File: src/rtl/fp_sub_pipe_if.sv
// Operand/result bundle for fp_sub_pipe: operands in, difference and flags out.
// in_valid qualifies a/b on the edge it is sampled; out_valid qualifies out/ovf/zero; there is no ready in either direction.
interface fp_sub_pipe_if;
  logic        in_valid;
  logic [31:0] a;
  logic [31:0] b;
  logic        out_valid;
  logic [31:0] out;
  logic        ovf;
  logic        zero;

  modport master (output in_valid, a, b, input out_valid, out, ovf, zero);
  modport slave  (input in_valid, a, b, output out_valid, out, ovf, zero);
endinterface

File: src/rtl/fp_sub_pipe.sv
// Four-stage IEEE-754 single-precision subtractor (a - b), round-to-nearest-even, subnormals flushed to zero.
// Define FP_SUB_SPECIAL_EN to compile in NaN/infinity handling; otherwise exponent 255 is an ordinary value.
module fp_sub_pipe #(
  parameter int FLUSH_DENORM = 1
) (
  input  logic          clock,
  input  logic          reset,
  fp_sub_pipe_if.slave  bus
);

  if (FLUSH_DENORM != 1) begin : g_flush_check
    $error("fp_sub_pipe: only FLUSH_DENORM=1 is supported");
  end

  // S1: unpack, flip sign of b, order operands by magnitude
  logic [7:0]  w_ea, w_eb;
  logic [23:0] w_ma, w_mb;
  logic        w_sa, w_sb, w_a_ge;
  logic        w_spec;
  logic [31:0] w_spec_val;

  assign w_ea   = bus.a[30:23];
  assign w_eb   = bus.b[30:23];
  assign w_ma   = (w_ea == 8'd0) ? 24'd0 : {1'b1, bus.a[22:0]};
  assign w_mb   = (w_eb == 8'd0) ? 24'd0 : {1'b1, bus.b[22:0]};
  assign w_sa   = bus.a[31];
  assign w_sb   = ~bus.b[31];
  assign w_a_ge = {w_ea, w_ma} >= {w_eb, w_mb};

`ifdef FP_SUB_SPECIAL_EN
  logic w_nan_a, w_nan_b, w_inf_a, w_inf_b;
  assign w_inf_a = (w_ea == 8'hFF) && (bus.a[22:0] == 23'd0);
  assign w_inf_b = (w_eb == 8'hFF) && (bus.b[22:0] == 23'd0);
  assign w_nan_a = (w_ea == 8'hFF) && (bus.a[22:0] != 23'd0);
  assign w_nan_b = (w_eb == 8'hFF) && (bus.b[22:0] != 23'd0);

  always_comb begin
    w_spec     = 1'b0;
    w_spec_val = 32'd0;
    if (w_nan_a || w_nan_b) begin
      w_spec     = 1'b1;
      w_spec_val = 32'h7FC0_0000;
    end else if (w_inf_a && w_inf_b) begin
      w_spec     = 1'b1;
      w_spec_val = (bus.a[31] == bus.b[31]) ? 32'h7FC0_0000 : bus.a;
    end else if (w_inf_a) begin
      w_spec     = 1'b1;
      w_spec_val = bus.a;
    end else if (w_inf_b) begin
      w_spec     = 1'b1;
      w_spec_val = {~bus.b[31], 8'hFF, 23'd0};
    end
  end
`else
  assign w_spec     = 1'b0;
  assign w_spec_val = 32'd0;
`endif

  logic        r1_v, r2_v, r3_v;
  logic        r1_sl, r1_sub, r1_spec;
  logic [7:0]  r1_el, r1_es;
  logic [23:0] r1_ml, r1_ms;
  logic [31:0] r1_spec_val;

  // S2: align the smaller mantissa; everything past the guard/round bits folds into sticky
  logic [7:0]  w_ediff;
  logic [52:0] w_ext;
  logic [26:0] w_aligned;

  assign w_ediff   = r1_el - r1_es;
  assign w_ext     = {r1_ms, 29'd0} >> w_ediff;
  assign w_aligned = (w_ediff >= 8'd26) ? {26'd0, |r1_ms}
                                        : {w_ext[52:27], w_ext[26] | (|w_ext[25:0])};

  logic        r2_sl, r2_sub, r2_spec;
  logic [7:0]  r2_el;
  logic [23:0] r2_ml;
  logic [26:0] r2_ms;
  logic [31:0] r2_spec_val;

  // S3: magnitude add/subtract; large >= small so the difference never goes negative
  logic [27:0] w_sum;
  assign w_sum = r2_sub ? ({1'b0, r2_ml, 3'd0} - {1'b0, r2_ms})
                        : ({1'b0, r2_ml, 3'd0} + {1'b0, r2_ms});

  logic        r3_sl, r3_sub, r3_spec;
  logic [7:0]  r3_el;
  logic [27:0] r3_sum;
  logic [31:0] r3_spec_val;

  // S4: normalize so bit 27 is the leading one, then round on bits [3:0]
  logic [4:0]  w_lz;
  logic [27:0] w_norm;
  logic        w_up, w_carry;
  logic [22:0] w_frac;
  logic [9:0]  w_exp;
  logic [31:0] w_res;
  logic        w_ovf, w_zero;

  always_comb begin
    w_lz = 5'd0;
    for (int i = 0; i < 28; i++) begin
      if (r3_sum[i]) w_lz = 5'(27 - i);
    end
  end

  assign w_norm            = r3_sum << w_lz;
  assign w_up              = w_norm[3] & (w_norm[4] | w_norm[2] | w_norm[1] | w_norm[0]);
  assign {w_carry, w_frac} = {1'b0, w_norm[26:4]} + 24'(w_up);
  assign w_exp             = {2'b00, r3_el} + 10'd1 + {9'd0, w_carry} - {5'd0, w_lz};

  always_comb begin
    w_res  = {r3_sl, w_exp[7:0], w_frac};
    w_ovf  = 1'b0;
    w_zero = 1'b0;
    if (r3_spec) begin
      w_res = r3_spec_val;
    end else if (!w_norm[27]) begin
      w_res  = {~r3_sub & r3_sl, 31'd0};
      w_zero = 1'b1;
    end else if (w_exp[9] || (w_exp == 10'd0)) begin
      w_res  = {r3_sl, 31'd0};
      w_zero = 1'b1;
    end else if (w_exp >= 10'd255) begin
      w_res = {r3_sl, 8'hFF, 23'd0};
      w_ovf = 1'b1;
    end
  end

  always_ff @(posedge clock) begin
    if (reset) begin
      r1_v          <= 1'b0;
      r2_v          <= 1'b0;
      r3_v          <= 1'b0;
      bus.out_valid <= 1'b0;
      bus.out       <= 32'd0;
      bus.ovf       <= 1'b0;
      bus.zero      <= 1'b0;
    end else begin
      r1_v          <= bus.in_valid;
      r2_v          <= r1_v;
      r3_v          <= r2_v;
      bus.out_valid <= r3_v;
      if (r3_v) begin
        bus.out  <= w_res;
        bus.ovf  <= w_ovf;
        bus.zero <= w_zero;
      end
    end
  end

  always_ff @(posedge clock) begin
    r1_sl       <= w_a_ge ? w_sa : w_sb;
    r1_el       <= w_a_ge ? w_ea : w_eb;
    r1_ml       <= w_a_ge ? w_ma : w_mb;
    r1_es       <= w_a_ge ? w_eb : w_ea;
    r1_ms       <= w_a_ge ? w_mb : w_ma;
    r1_sub      <= w_sa ^ w_sb;
    r1_spec     <= w_spec;
    r1_spec_val <= w_spec_val;
    r2_sl       <= r1_sl;
    r2_el       <= r1_el;
    r2_ml       <= r1_ml;
    r2_ms       <= w_aligned;
    r2_sub      <= r1_sub;
    r2_spec     <= r1_spec;
    r2_spec_val <= r1_spec_val;
    r3_sl       <= r2_sl;
    r3_el       <= r2_el;
    r3_sum      <= w_sum;
    r3_sub      <= r2_sub;
    r3_spec     <= r2_spec;
    r3_spec_val <= r2_spec_val;
  end

endmodule

File: src/flat_wrapper.sv
// flat-port wrapper written by rule: the top's interface ports become plain ports
module fp_sub_pipe_flat 
#(
  parameter int FLUSH_DENORM = 1
)
  (clock, reset, bus_in_valid, bus_a, bus_b, bus_out_valid, bus_out, bus_ovf, bus_zero);
  fp_sub_pipe_if bus_i ();
  input  logic clock;
  input  logic reset;
  input wire logic [$bits(bus_i.in_valid)-1:0] bus_in_valid;
  input wire logic [$bits(bus_i.a)-1:0] bus_a;
  input wire logic [$bits(bus_i.b)-1:0] bus_b;
  output wire logic [$bits(bus_i.out_valid)-1:0] bus_out_valid;
  output wire logic [$bits(bus_i.out)-1:0] bus_out;
  output wire logic [$bits(bus_i.ovf)-1:0] bus_ovf;
  output wire logic [$bits(bus_i.zero)-1:0] bus_zero;
  assign bus_i.in_valid = bus_in_valid;
  assign bus_i.a = bus_a;
  assign bus_i.b = bus_b;
  assign bus_out_valid = bus_i.out_valid;
  assign bus_out = bus_i.out;
  assign bus_ovf = bus_i.ovf;
  assign bus_zero = bus_i.zero;
  fp_sub_pipe #(.FLUSH_DENORM(FLUSH_DENORM)) u_core (.clock(clock), .reset(reset), .bus(bus_i));
endmodule
File: config.mk
export PLATFORM = sky130hd
export DESIGN_NAME = fp_sub_pipe_flat
export DESIGN_NICKNAME = d
export VERILOG_FILES = /design/src/rtl/fp_sub_pipe_if.sv /design/src/rtl/fp_sub_pipe.sv /design/src/flat_wrapper.sv
export SDC_FILE = /design/constraint.sdc
export NUM_CORES = 1
export LEC_CHECK = 0
export ABC_AREA = 1
export CAP_MARGIN = 20
export CORE_UTILIZATION = 35
export CTS_BUF_LIST = sky130_fd_sc_hd__clkbuf_8
export DETAILED_ROUTE_END_ITERATION = 12
export DONT_BUFFER_PORTS = 1
export PLACE_DENSITY = 0.51
export SYNTH_ARGS = -nofsm -noshare
export SYNTH_HDL_FRONTEND = slang
export SYNTH_SLANG_ARGS = --single-unit
File: constraint.sdc
create_clock -name clock -period 12.1 [get_ports clock]
set_clock_uncertainty 0.05 [all_clocks]
set_input_delay 2.42 -clock clock [delete_from_list [all_inputs] [get_ports clock]]
set_output_delay 2.42 -clock clock [all_outputs]
set_load 0.01 [all_outputs]
# Yosys cells after proc, flatten, opt, wreduce, memory -nomap -nowiden
# Cells that the tools add are included.
[op_classes]
n_reduce_logical = 6
muxes = 45
addsub = 7
n_shift = 2
n_lt_le_gt_ge = 3
n_bitwise = 9
[ops]
columns = ["op", "n"]
rows = [
  ["$mux 5", 28],
  ["$mux 24", 4],
  ["$mux 31", 2],
  ["$shr 53x8->53", 1],
  ["$ge 32x32->1", 1],
  ["$mux 32", 1],
  ["$add 27x27->28", 1],
  ["$mux 28", 1],
  ["$shl 28x5->28", 1],
  ["$sub 27x27->28", 1],
  ["$reduce_or 26->1", 1],
  ["$add 23x1->24", 1],
  ["$reduce_or 24->1", 1],
  ["$logic_not 8->1", 2],
  ["$mux 8", 2],
  ["$add 10x1->10", 1],
  ["$ge 10x8->1 const B", 1],
  ["$logic_not 10->1", 1],
  ["$sub 10x5->10", 1],
  ["$add 8x1->9 const B", 1],
  ["$ge 8x5->1 const B", 1],
  ["$sub 8x8->8", 1],
  ["$mux 1", 7],
  ["$or 1x1->1", 4],
  ["other kinds (4)", 6],
]
[word_totals]
reg_bits = 203
wordCells = 95
in_bits = 67
out_inout_bits = 35

# Longest topological paths before layout
# Gate-level depths: netlist (run 1).
[logic_depth]
depth_word = 40
depth_mapped = 65
ltp_nobuf = 65

# Least setup slack after synthesis (run 1)
# Ideal clock, no wire load.
[synth_timing]
kind = "input to register"
startpoint = "input bus_a[24]"
endpoint = "register u_core.r1_ml[23]"
slack_ns = 6.111
setup_ns = 0.138
t_arrival_ns = 5.801
stages = 21
cell_sequence = "nor4_1 nand2_1 inv_2 buf_1 nor2_1 ha_1 a21oi_1 o21ai_0 a21oi_1 nor2_1 o21a_1 o21a_1 o2111ai_1 a31oi_1 a2111oi_0 nor2_1 o21ai_0 o2111ai_1 nand2_1 clkbuf_1 o21ai_0"
[synth_via]
elab_chain_cells = 4
[synth_rtl]
columns = ["item", "line_no", "text"]
rows = [
  ["start, declared", "flat_wrapper.sv:11", "input wire logic [$bits(bus_i.a)-1:0] bus_a;"],
  ["$logic_not 8->1", "fp_sub_pipe.sv:24", "assign w_ma = (w_ea == 8'd0) ? 24'd0 : {1'b1, bus.a[22:0]};"],
  ["$mux 24", "fp_sub_pipe.sv:24", ""],
  ["$ge 32x32->1", "fp_sub_pipe.sv:28", "assign w_a_ge = {w_ea, w_ma} >= {w_eb, w_mb};"],
  ["$mux 24 (*)", "fp_sub_pipe.sv:155", "r1_ml <= w_a_ge ? w_ma : w_mb;"],
  ["end signal, assigned", "fp_sub_pipe.sv:155", ""],
  ["end, declared", "fp_sub_pipe.sv:62", "logic [23:0] r1_ml, r1_ms;"],
]
# Mark *: on every way between the ends. The rest lies on a longest branch, timed or not.
# A chain may end at the register's enable or synchronous reset.

# Final worst setup path (run 1)
[layout_timing]
startpoint = "register u_core.r3_sum[0]"
endpoint = "register u_core.bus.out[10]"
[layout_via]
elab_chain_cells = 40
elab_cells_between_ends = 42
[layout_rtl]
columns = ["item", "line_no", "text"]
rows = [
  ["start, declared", "fp_sub_pipe.sv:88", "logic [27:0] r3_sum;"],
  ["start signal, assigned", "fp_sub_pipe.sv:170", "r3_sum <= w_sum;"],
  ["$mux 5 (28 in series)", "fp_sub_pipe.sv:103", "if (r3_sum[i]) w_lz = 5'(27 - i);"],
  ["$shl 28x5->28", "fp_sub_pipe.sv:107", "assign w_norm = r3_sum << w_lz;"],
  ["$or 1x1->1 (3 in series)", "fp_sub_pipe.sv:108", "assign w_up = w_norm[3] & (w_norm[4] | w_norm[2] | w_norm[1] | w_norm[0]);"],
  ["$and 1x1->1", "fp_sub_pipe.sv:108", ""],
  ["$add 23x1->24", "fp_sub_pipe.sv:109", "assign {w_carry, w_frac} = {1'b0, w_norm[26:4]} + 24'(w_up);"],
  ["$add 10x1->10", "fp_sub_pipe.sv:110", "assign w_exp = {2'b00, r3_el} + 10'd1 + {9'd0, w_carry} - {5'd0, w_lz};"],
  ["$sub 10x5->10", "fp_sub_pipe.sv:110", ""],
  ["$ge 10x8->1 or $logic_not 10->1 (tied branches)", "fp_sub_pipe.sv:124, fp_sub_pipe.sv:121", ""],
  ["$mux 31 or $logic_or 1x1->1 (tied branches)", "fp_sub_pipe.sv:124, fp_sub_pipe.sv:121", ""],
  ["$mux 31", "fp_sub_pipe.sv:121", "end else if (w_exp[9] || (w_exp == 10'd0)) begin"],
  ["$mux 32 (*)", "fp_sub_pipe.sv:118", "end else if (!w_norm[27]) begin"],
  ["end signal, assigned", "fp_sub_pipe.sv:145", "bus.out <= w_res;"],
  ["end, declared", "fp_sub_pipe_if.sv:13", "modport slave (input in_valid, a, b, output out_valid, out, ovf, zero);"],
]
# Marks and branches as above.

==> results of run 1 <==
## power groups by stage
| stage | sequential [mW] | combinational [mW] | clock, mW |
|---|---|---|---|
| 3_3_place_gp | 0.895 | 1.84 | 0 |
| 3_5_place_dp | 0.896 | 1.83 | 0 |
| 5_1_grt | 0.895 | 2.11 | 0.673 |
| 2_1_floorplan | 0.856 | 1.43 | 0 |
| 4_1_cts | 0.881 | 1.84 | 0.640 |
| 6_report | 0.880 | 1.84 | 0.616 |
## layer usage
| metal | part of all wire [%] | up-vias | track usage [%] | wire [µm] |
|---|---|---|---|---|
| li1 | - | 6598 | - | - |
| met2 | 46 | 267 | 32.62 | 17010 |
| met5 | 0 | - | 0 | 0 |
| met1 | 47 | 5751 | 24.61 | 17340 |
| met4 | 2.2 | 0 | 5.713 | 809 |
| met3 | 4.1 | 59 | 3.304 | 1490 |
## state kept, by name (all words and copies together) (netlist names), 8 cells and up
| name | count |
|---|---|
| u_core.r1_ms | 24 |
| u_core.r1_es | 8 |
| u_core.bus.out | 32 |
| u_core.r2_el | 8 |
| u_core.r3_sum | 28 |
| u_core.r2_ml | 24 |
| u_core.r1_el | 8 |
| u_core.r2_ms | 27 |
| u_core.r1_ml | 24 |
| u_core.r3_el | 8 |
## per-stage QoR
step | area (µm²) | power [mW]
after floorplan | 13440 | 2.284
after global placement | 13840 | 2.732
after detailed placement | 13840 | 2.725
after CTS | 14550 | 3.359
after global routing | 14560 | 3.674
final | 14560 | 3.336
## worst register-to-register path, delay by kind of cell (launching register included)
family                   cells  cell delay (ns)
flip-flops                   1             0.42
AO/OA/AOI/OAI               11             1.69
adder cells (fa/ha/maj)      2             0.47
buffers and inverters        4             0.65
XOR/XNOR                     1             0.15
AND/OR/NAND/NOR             41             4.45
## cell usage after synthesis, types with 4 or more instances
library cell	number
sky130_fd_sc_hd__o21ai_1	12
sky130_fd_sc_hd__mux2i_1	4
sky130_fd_sc_hd__nor3_1	18
sky130_fd_sc_hd__nand2_1	459
sky130_fd_sc_hd__nor2_1	151
sky130_fd_sc_hd__clkinv_1	5
sky130_fd_sc_hd__or2_2	4
sky130_fd_sc_hd__inv_2	12
sky130_fd_sc_hd__nand2_2	6
sky130_fd_sc_hd__inv_1	220
sky130_fd_sc_hd__o31ai_1	32
sky130_fd_sc_hd__dfxtp_1	203
sky130_fd_sc_hd__nand3_2	21
sky130_fd_sc_hd__nand4_1	24
sky130_fd_sc_hd__o221ai_1	4
sky130_fd_sc_hd__nor4_1	11
sky130_fd_sc_hd__o21bai_1	10
sky130_fd_sc_hd__buf_1	12
sky130_fd_sc_hd__o22ai_1	26
sky130_fd_sc_hd__xnor2_1	4
sky130_fd_sc_hd__o21ai_0	124
sky130_fd_sc_hd__nor2_2	10
sky130_fd_sc_hd__a211oi_1	8
sky130_fd_sc_hd__o21a_1	4
sky130_fd_sc_hd__xor2_1	39
sky130_fd_sc_hd__buf_2	11
sky130_fd_sc_hd__ha_1	104
sky130_fd_sc_hd__nor2_4	4
sky130_fd_sc_hd__a21oi_1	111
sky130_fd_sc_hd__o211ai_1	4
sky130_fd_sc_hd__a31oi_1	13
sky130_fd_sc_hd__clkbuf_1	56
sky130_fd_sc_hd__nand3_1	249
## layout make-up
cell class | count | share of cell area (%)
Tap cell | 511 | 4.392
Inverter | 237 | 6.111
Timing Repair Buffer | 12 | 0.6189
Multi-Input combinational cell | 1480 | 56.10
Clock buffer | 47 | 4.444
Clock inverter | 13 | 0.4126
Sequential cell | 203 | 27.92
## how the worst min path moves through the flow
stage / slack [ns] / end / cells after the start / from
after floorplan: 0.26 / u_core.r2_ml[0] / 0 / u_core.r1_ml[0]
after global placement: 0.26 / u_core.r3_el[6] / 0 / u_core.r2_el[6]
after detailed placement: 0.26 / u_core.r3_el[5] / 0 / u_core.r2_el[5]
after CTS: 0.28 / u_core.r3_el[6] / 0 / u_core.r2_el[6]
after global routing: 0.28 / u_core.r3_el[5] / 0 / u_core.r2_el[5]
final: 0.28 / u_core.r3_el[6] / 0 / u_core.r2_el[6]
## cell families (layout without fill, tap and decap cells)
| family | Yosys count | after routing |
|---|---|---|
| AO/OA/AOI/OAI | 356 | 356 |
| adder cells (fa/ha/maj) | 107 | 107 |
| multiplexers | 4 | 4 |
| buffers and inverters | 320 | 309 |
| AND/OR/NAND/NOR | 970 | 970 |
| XOR/XNOR | 43 | 43 |
| flip-flops | 203 | 203 |
==> metrics, run 1 <==
status=complete, no violations; max capacitance violation total=0; DR vias/cell=5.064; count of different cell masters after synthesis=54; initial core utilization=35.60%; area of the core region=0.03776 mm²; Critical Path End Type=register; area share of the largest cell type after synthesis=30.24%; source of the critical timing path=u_core.r3_sum[0]; clock tree from TritonCTS=built; Vias=12680; area used by multi-input combinational logic=0.008167 mm²; combinational family with the most area after synthesis=simple AND/OR/NAND/NOR gates; internal portion of total power=1.694 mW; top post-synthesis cells by area=sky130_fd_sc_hd__dfxtp_1 (30%), sky130_fd_sc_hd__nand2_1 (13%), sky130_fd_sc_hd__ha_1 (9.7%); path class of the lowest-slack min-delay path=reg2reg; Die X=198.0 µm; Remaining DRCs=0; number of gates on the worst path with buffers counted=59; Primary FF master, synth=sky130_fd_sc_hd__dfxtp_1; number of global-route vias before repair=12370; Die Area=0.03919 mm²; maximum clock path buffer count=3; mean instance size in the synthesized netlist=6.710 µm²; placement-stage worst setup slack=4.224 ns; R2R Setup Slk=4.17 ns; footprint of the flip-flops and latches=0.004064 mm²; placed cells=2442; data arrival time of the worst path=8.37 ns; cell accounting for the most synthesized area=sky130_fd_sc_hd__dfxtp_1; final slew viol count=0; largest fanout on the critical path=29; final clock period utilization by the worst path=65.54%; first-pass GRT wire length=60.86 mm; Post-Syn Nets=2177; highest achievable clock rate=0.1261 GHz; Fin Setup TNS=0 ns; number of buffers added to fix hold violations after cts=0; path depth of the worst reg2reg path=59; cell mode on critical path=sky130_fd_sc_hd__nand2_1; number of buffer and inverter stages on the critical path=4; Antenna Cells=0; NumNets Final=2145; Remaining Overflow, GRT=0; first-iteration detailed-routing DRC count=680; share of power burned in the clock network=18.5%; Netlist Area Pre-Place=0.01344 mm²; Root Buffer Master=sky130_fd_sc_hd__clkbuf_8; Gate Count Post-Synth=2003; minimum setup slack in the final design=4.170 ns; number of port buffers=0; most common cell after layout, fill and taps aside=sky130_fd_sc_hd__nand2_1; number of CTS-inserted buffers=37; nature of the critical path startpoint=register; switching power as a share of total power=49.22%; maximum number of pins on one net before global-route repair=108; Crit path required time=12.54 ns; clock input transition at the sequential cells of the worst setup and hold paths=0.05 ns; Setup Crit Path Kind=reg2reg; time the final worst path needs with I/O delays and setup=7.930 ns; Worst VDD drop=73.74 µV; total I/O pin count=102; Synth Area in XOR/XNOR=2.802%; Pwr Density=229.2 mW/mm²; share of synthesized cell area in full adder, half adder and majority cells=10.13%; sequential area share after synthesis=30.24%; leakage=6.790 nW; Die H=198.0 µm; measured slew at the worst slew-check pin=1.086 ns; cell with the biggest individual delay on the critical path=sky130_fd_sc_hd__nand2_4; flops & latches, synth=203; final instance count without filler cells=2503; share of synthesized area spent on multiplexers=0.2979%; Detail Placement HPWL=29.39 mm; Fillers=4101; antenna viol nets, final=0; clk_lat worst skew=0.55 ns; biggest cell delay along the critical path=0.44 ns; drt first pass iters=7; Final Hold Fails=0; Final GP Congestion=0.8798; number of warning messages in the yosys log=0; initial antenna violation count=2; Layout Utilization=38.56%; Area Growth Syn to Fin=8.304%; final wirelength=36.65 mm; number of flops mapped to enable cells by yosys=0; combined global-route utilization of all metal layers=19.17%; post-synthesis compound-gate area fraction=15.04%; Routed WL per cell=14.64 µm; post-synthesis share of cell area spent on and, or, nand and nor gates=32.23%; number of cells upsized or downsized after cts=0; share of cells above drive strength 1=6.476%; post-synthesis async set-or-reset flop share=0%; critical path's top delay family=simple AND/OR/NAND/NOR gates; endpoint of the most critical setup path=u_core.bus.out[10]; sequential group share of total power=26.4%; RSZ-0062 raised after global routing=no; worst slack on hold paths=0.2753 ns; commonest cells after routing, fill and taps aside=sky130_fd_sc_hd__nand2_1 (459), sky130_fd_sc_hd__nand3_1 (249), sky130_fd_sc_hd__inv_1 (228), sky130_fd_sc_hd__dfxtp_1 (203), sky130_fd_sc_hd__nor2_1 (151); headroom to the max-slew limit=27.50%; net switching power=1.642 mW; setup violation total in the final timing report=0; capture point of the worst reg-to-reg path=u_core.bus.out[10]; CTS sink count=203; number of rows in the core area=71; number of H-tree levels=2; Critical R2R Launch=u_core.r3_sum[0]; setup repair bufs after CTS=0; part of the total power dissipated in combinational logic=55.2%
Note: power is estimated with default switching activity, not from simulation.
==> inputs of run 2 (changes only) <==
--- a/config.mk
+++ b/config.mk
@@ -11,7 +11,7 @@
 export CTS_BUF_LIST = sky130_fd_sc_hd__clkbuf_8
 export DETAILED_ROUTE_END_ITERATION = 12
 export DONT_BUFFER_PORTS = 1
-export PLACE_DENSITY = 0.51
+export PLACE_DENSITY = 0.53
 export SYNTH_ARGS = -nofsm -noshare
 export SYNTH_HDL_FRONTEND = slang
 export SYNTH_SLANG_ARGS = --single-unit
==> constraint.sdc (replaced) <==
create_clock -name clock -period 6.65 [get_ports clock]
set_clock_uncertainty 0.05 [all_clocks]
set_input_delay 1.33 -clock clock [delete_from_list [all_inputs] [get_ports clock]]
set_output_delay 1.33 -clock clock [all_outputs]
set_load 0.01 [all_outputs]
==> run 2 against run 1 <==
Clock power grew 120%. Largest cell class unchanged. Highest routed layer unchanged. First-iteration DRC count is 2.5% higher. Sequential power is 82% higher. Critical path type unchanged. Critical path depth down 1. Setup slack got worse by 4.0 ns.
==> metrics, run 2 (same netlist as run 1, synthesis figures left out) <==
commonest cells after routing, fill and taps aside=sky130_fd_sc_hd__nand2_1 (439), sky130_fd_sc_hd__inv_1 (219), sky130_fd_sc_hd__nand3_1 (208), sky130_fd_sc_hd__dfxtp_1 (201), sky130_fd_sc_hd__nor2_1 (145); initial antenna violation count=1 (-1); Final GP Congestion=0.9164 (+4.2%); Pwr Density=437.7 mW/mm² (+91%); DR vias/cell=5.044 (-0.39%); highest achievable clock rate=0.1535 GHz (+22%); final wirelength=36.63 mm (about the same); Remaining DRCs=0 (unchanged); antenna viol nets, final=0 (unchanged); clock tree from TritonCTS=built; data arrival time of the worst path=6.95 ns (-1.42 ns); measured slew at the worst slew-check pin=0.8922 ns (-0.1941 ns); most common cell after layout, fill and taps aside=sky130_fd_sc_hd__nand2_1; cell mode on critical path=sky130_fd_sc_hd__nand2_1; Final Hold Fails=0 (unchanged); max FFs per register=32 (unchanged); cell with the biggest individual delay on the critical path=sky130_fd_sc_hd__ha_2; headroom to the max-slew limit=40.46% (+13 points); Remaining Overflow, GRT=0 (unchanged); number of H-tree levels=2 (unchanged); leakage=7.227 nW (+6.4%); path class of the lowest-slack min-delay path=reg2reg; status=complete, no violations; Die H=198.0 µm (unchanged); area of the core region=0.03776 mm² (unchanged); final cell area excluding filler cells=0.01560 mm² (+7.2%); initial core utilization=35.60% (unchanged); share of cells above drive strength 1=13.11% (+6.6 points); total I/O pin count=102 (unchanged); number of buffers added to fix hold violations after cts=0 (unchanged); detailed-routing wirelength on met1=17.13 mm (-1.2%); Detail Placement HPWL=28.91 mm (-1.6%); met3 layer wire length in the routed design=1.447 mm (-2.9%); setup violation total in the final timing report=0 (unchanged); amount of wire on met2 after detailed routing=17.12 mm (+0.62%); Critical Path End Type=register; Setup Crit Path Kind=reg2reg; nature of the critical path startpoint=register; first-iteration detailed-routing DRC count=697 (+2.5%); Worst VDD drop=138.5 µV (+88%); first-pass GRT wire length=59.89 mm (-1.6%); Area Growth Syn to Fin=16.06%; drt first pass iters=7 (unchanged); clk_lat worst skew=0.57 ns (+0.02 ns); CTS sink count=203 (unchanged); NumNets Final=2184 (+1.8%); biggest cell delay along the critical path=0.36 ns (-0.08 ns); maximum clock path buffer count=3 (unchanged); final clock period utilization by the worst path=97.96% (+32 points); Vias=12850 (+1.4%); Fin Setup TNS=0 ns (unchanged); number of CTS-inserted buffers=36 (-2.7%); Routed WL per cell=14.38 µm (-1.8%); time the final worst path needs with I/O delays and setup=6.514 ns (-1.416 ns); post-detailed-placement cell area=0.01404 mm² (+1.5%); maximum number of pins on one net before global-route repair=73 (-32%); registers with the most flip-flops=u_core.bus.out (32), u_core.r3_sum (28), u_core.r2_ms (27); clock input transition at the sequential cells of the worst setup and hold paths=0.06 ns (about the same); number of port buffers=0 (unchanged); number of rows in the core area=71 (unchanged); Root Buffer Master=sky130_fd_sc_hd__clkbuf_8; worst slack on hold paths=0.2702 ns (-0.005075 ns); combined global-route utilization of all metal layers=18.86% (-0.31 points); Top reg by flops=u_core.bus.out; Die Area=0.03919 mm² (unchanged); Die X=198.0 µm (unchanged); largest fanout on the critical path=8 (-72%); Fillers=4050 (-1.2%); RSZ-0062 raised after global routing=yes; final slew viol count=0 (unchanged); highest metal used=met4; Crit path required time=7.09 ns (-5.45 ns); max capacitance violation total=0 (unchanged); number of global-route vias before repair=12320 (-0.38%)
## run 2: changes by cell type in the layout (fill, tap and decap cells not counted), moves of 7 or more
cell and change:
sky130_fd_sc_hd__nand2_1 -20, sky130_fd_sc_hd__nand2_2 +14, sky130_fd_sc_hd__inv_1 -9, sky130_fd_sc_hd__nand3_1 -41
sky130_fd_sc_hd__buf_4 +34, sky130_fd_sc_hd__nand3_4 +10, sky130_fd_sc_hd__nor2_4 +7, sky130_fd_sc_hd__nand3_2 +31
## run 2: worst paths after layout
check	cells after the start	slack, ns	end	startpoint
max	58	0.14	u_core.bus.out[3]	u_core.r3_sum[1]
min	0	0.27	u_core.r3_el[0]	u_core.r2_el[0]
max reg2reg	58	0.14	u_core.bus.out[3]	u_core.r3_sum[1]
min reg2reg	0	0.27	u_core.r3_el[0]	u_core.r2_el[0]
## run 2: power breakdown
part	internal [mW]	switching (mW)
sequential	1.42	0.174
combinational	1.31	2.55
clock	0.842	0.526
total	3.57	3.25
## run 2: repair_timing
| item | CTS | global route |
|---|---|---|
| gates resized for setup | 4 | 133 |
| setup endpoints to repair | 22 | 33 |
| cloned | 0 | 3 |
| setup buffers | 0 | 11 |
| pin swaps | 0 | 62 |
## run 2: through the flow
| stage | setup slack, ns | utilization (%) | power [mW] | cells |
|---|---|---|---|---|
| after CTS | 0.06033 | 39.51 | 6.416 | 2533 |
| after detailed placement | -0.08513 | 37.20 | 5.010 | 2469 |
| after global routing | -0.5119 | 41.31 | 7.440 | 2547 |
| after floorplan | 0.7211 | - | 4.155 | 2003 |
| after global placement | 0.1075 | 37.20 | 5.021 | 2469 |
| final | 0.1360 | 41.32 | 6.828 | 2548 |
## run 2: area by class of cell
class / instances / area (µm²) / share of cell area [%]
multi-input cells: 1481 / 8711 / 55.84
flip-flops and latches: 203 / 4066 / 26.07
inverters: 237 / 892.1 / 5.719
clock buffers: 48 / 660.6 / 4.235
well taps: 511 / 639.4 / 4.099
repair buffers: 51 / 420.4 / 2.695
clock inverters: 16 / 206.4 / 1.323
diodes: 1 / 2.502 / 0.01604
## run 2: worst max-delay path: cells and delay by family (launching register included)
kind / cells / cell delay (ns)
adders and majority gates: 3 / 0.86
AOI/OAI and AO/OA: 6 / 0.92
buffers and inverters: 6 / 0.51
xor gates and xnor gates: 1 / 0.19
and+or+nand+nor: 42 / 3.60
DFF: 1 / 0.33
## run 2: layer usage
metal  GRT usage, %  vias to the layer above
met5              0                        -
met3          2.742                       58
li1               -                     6703
met1          24.02                     5830
met2          32.28                      262
met4          6.604                        0
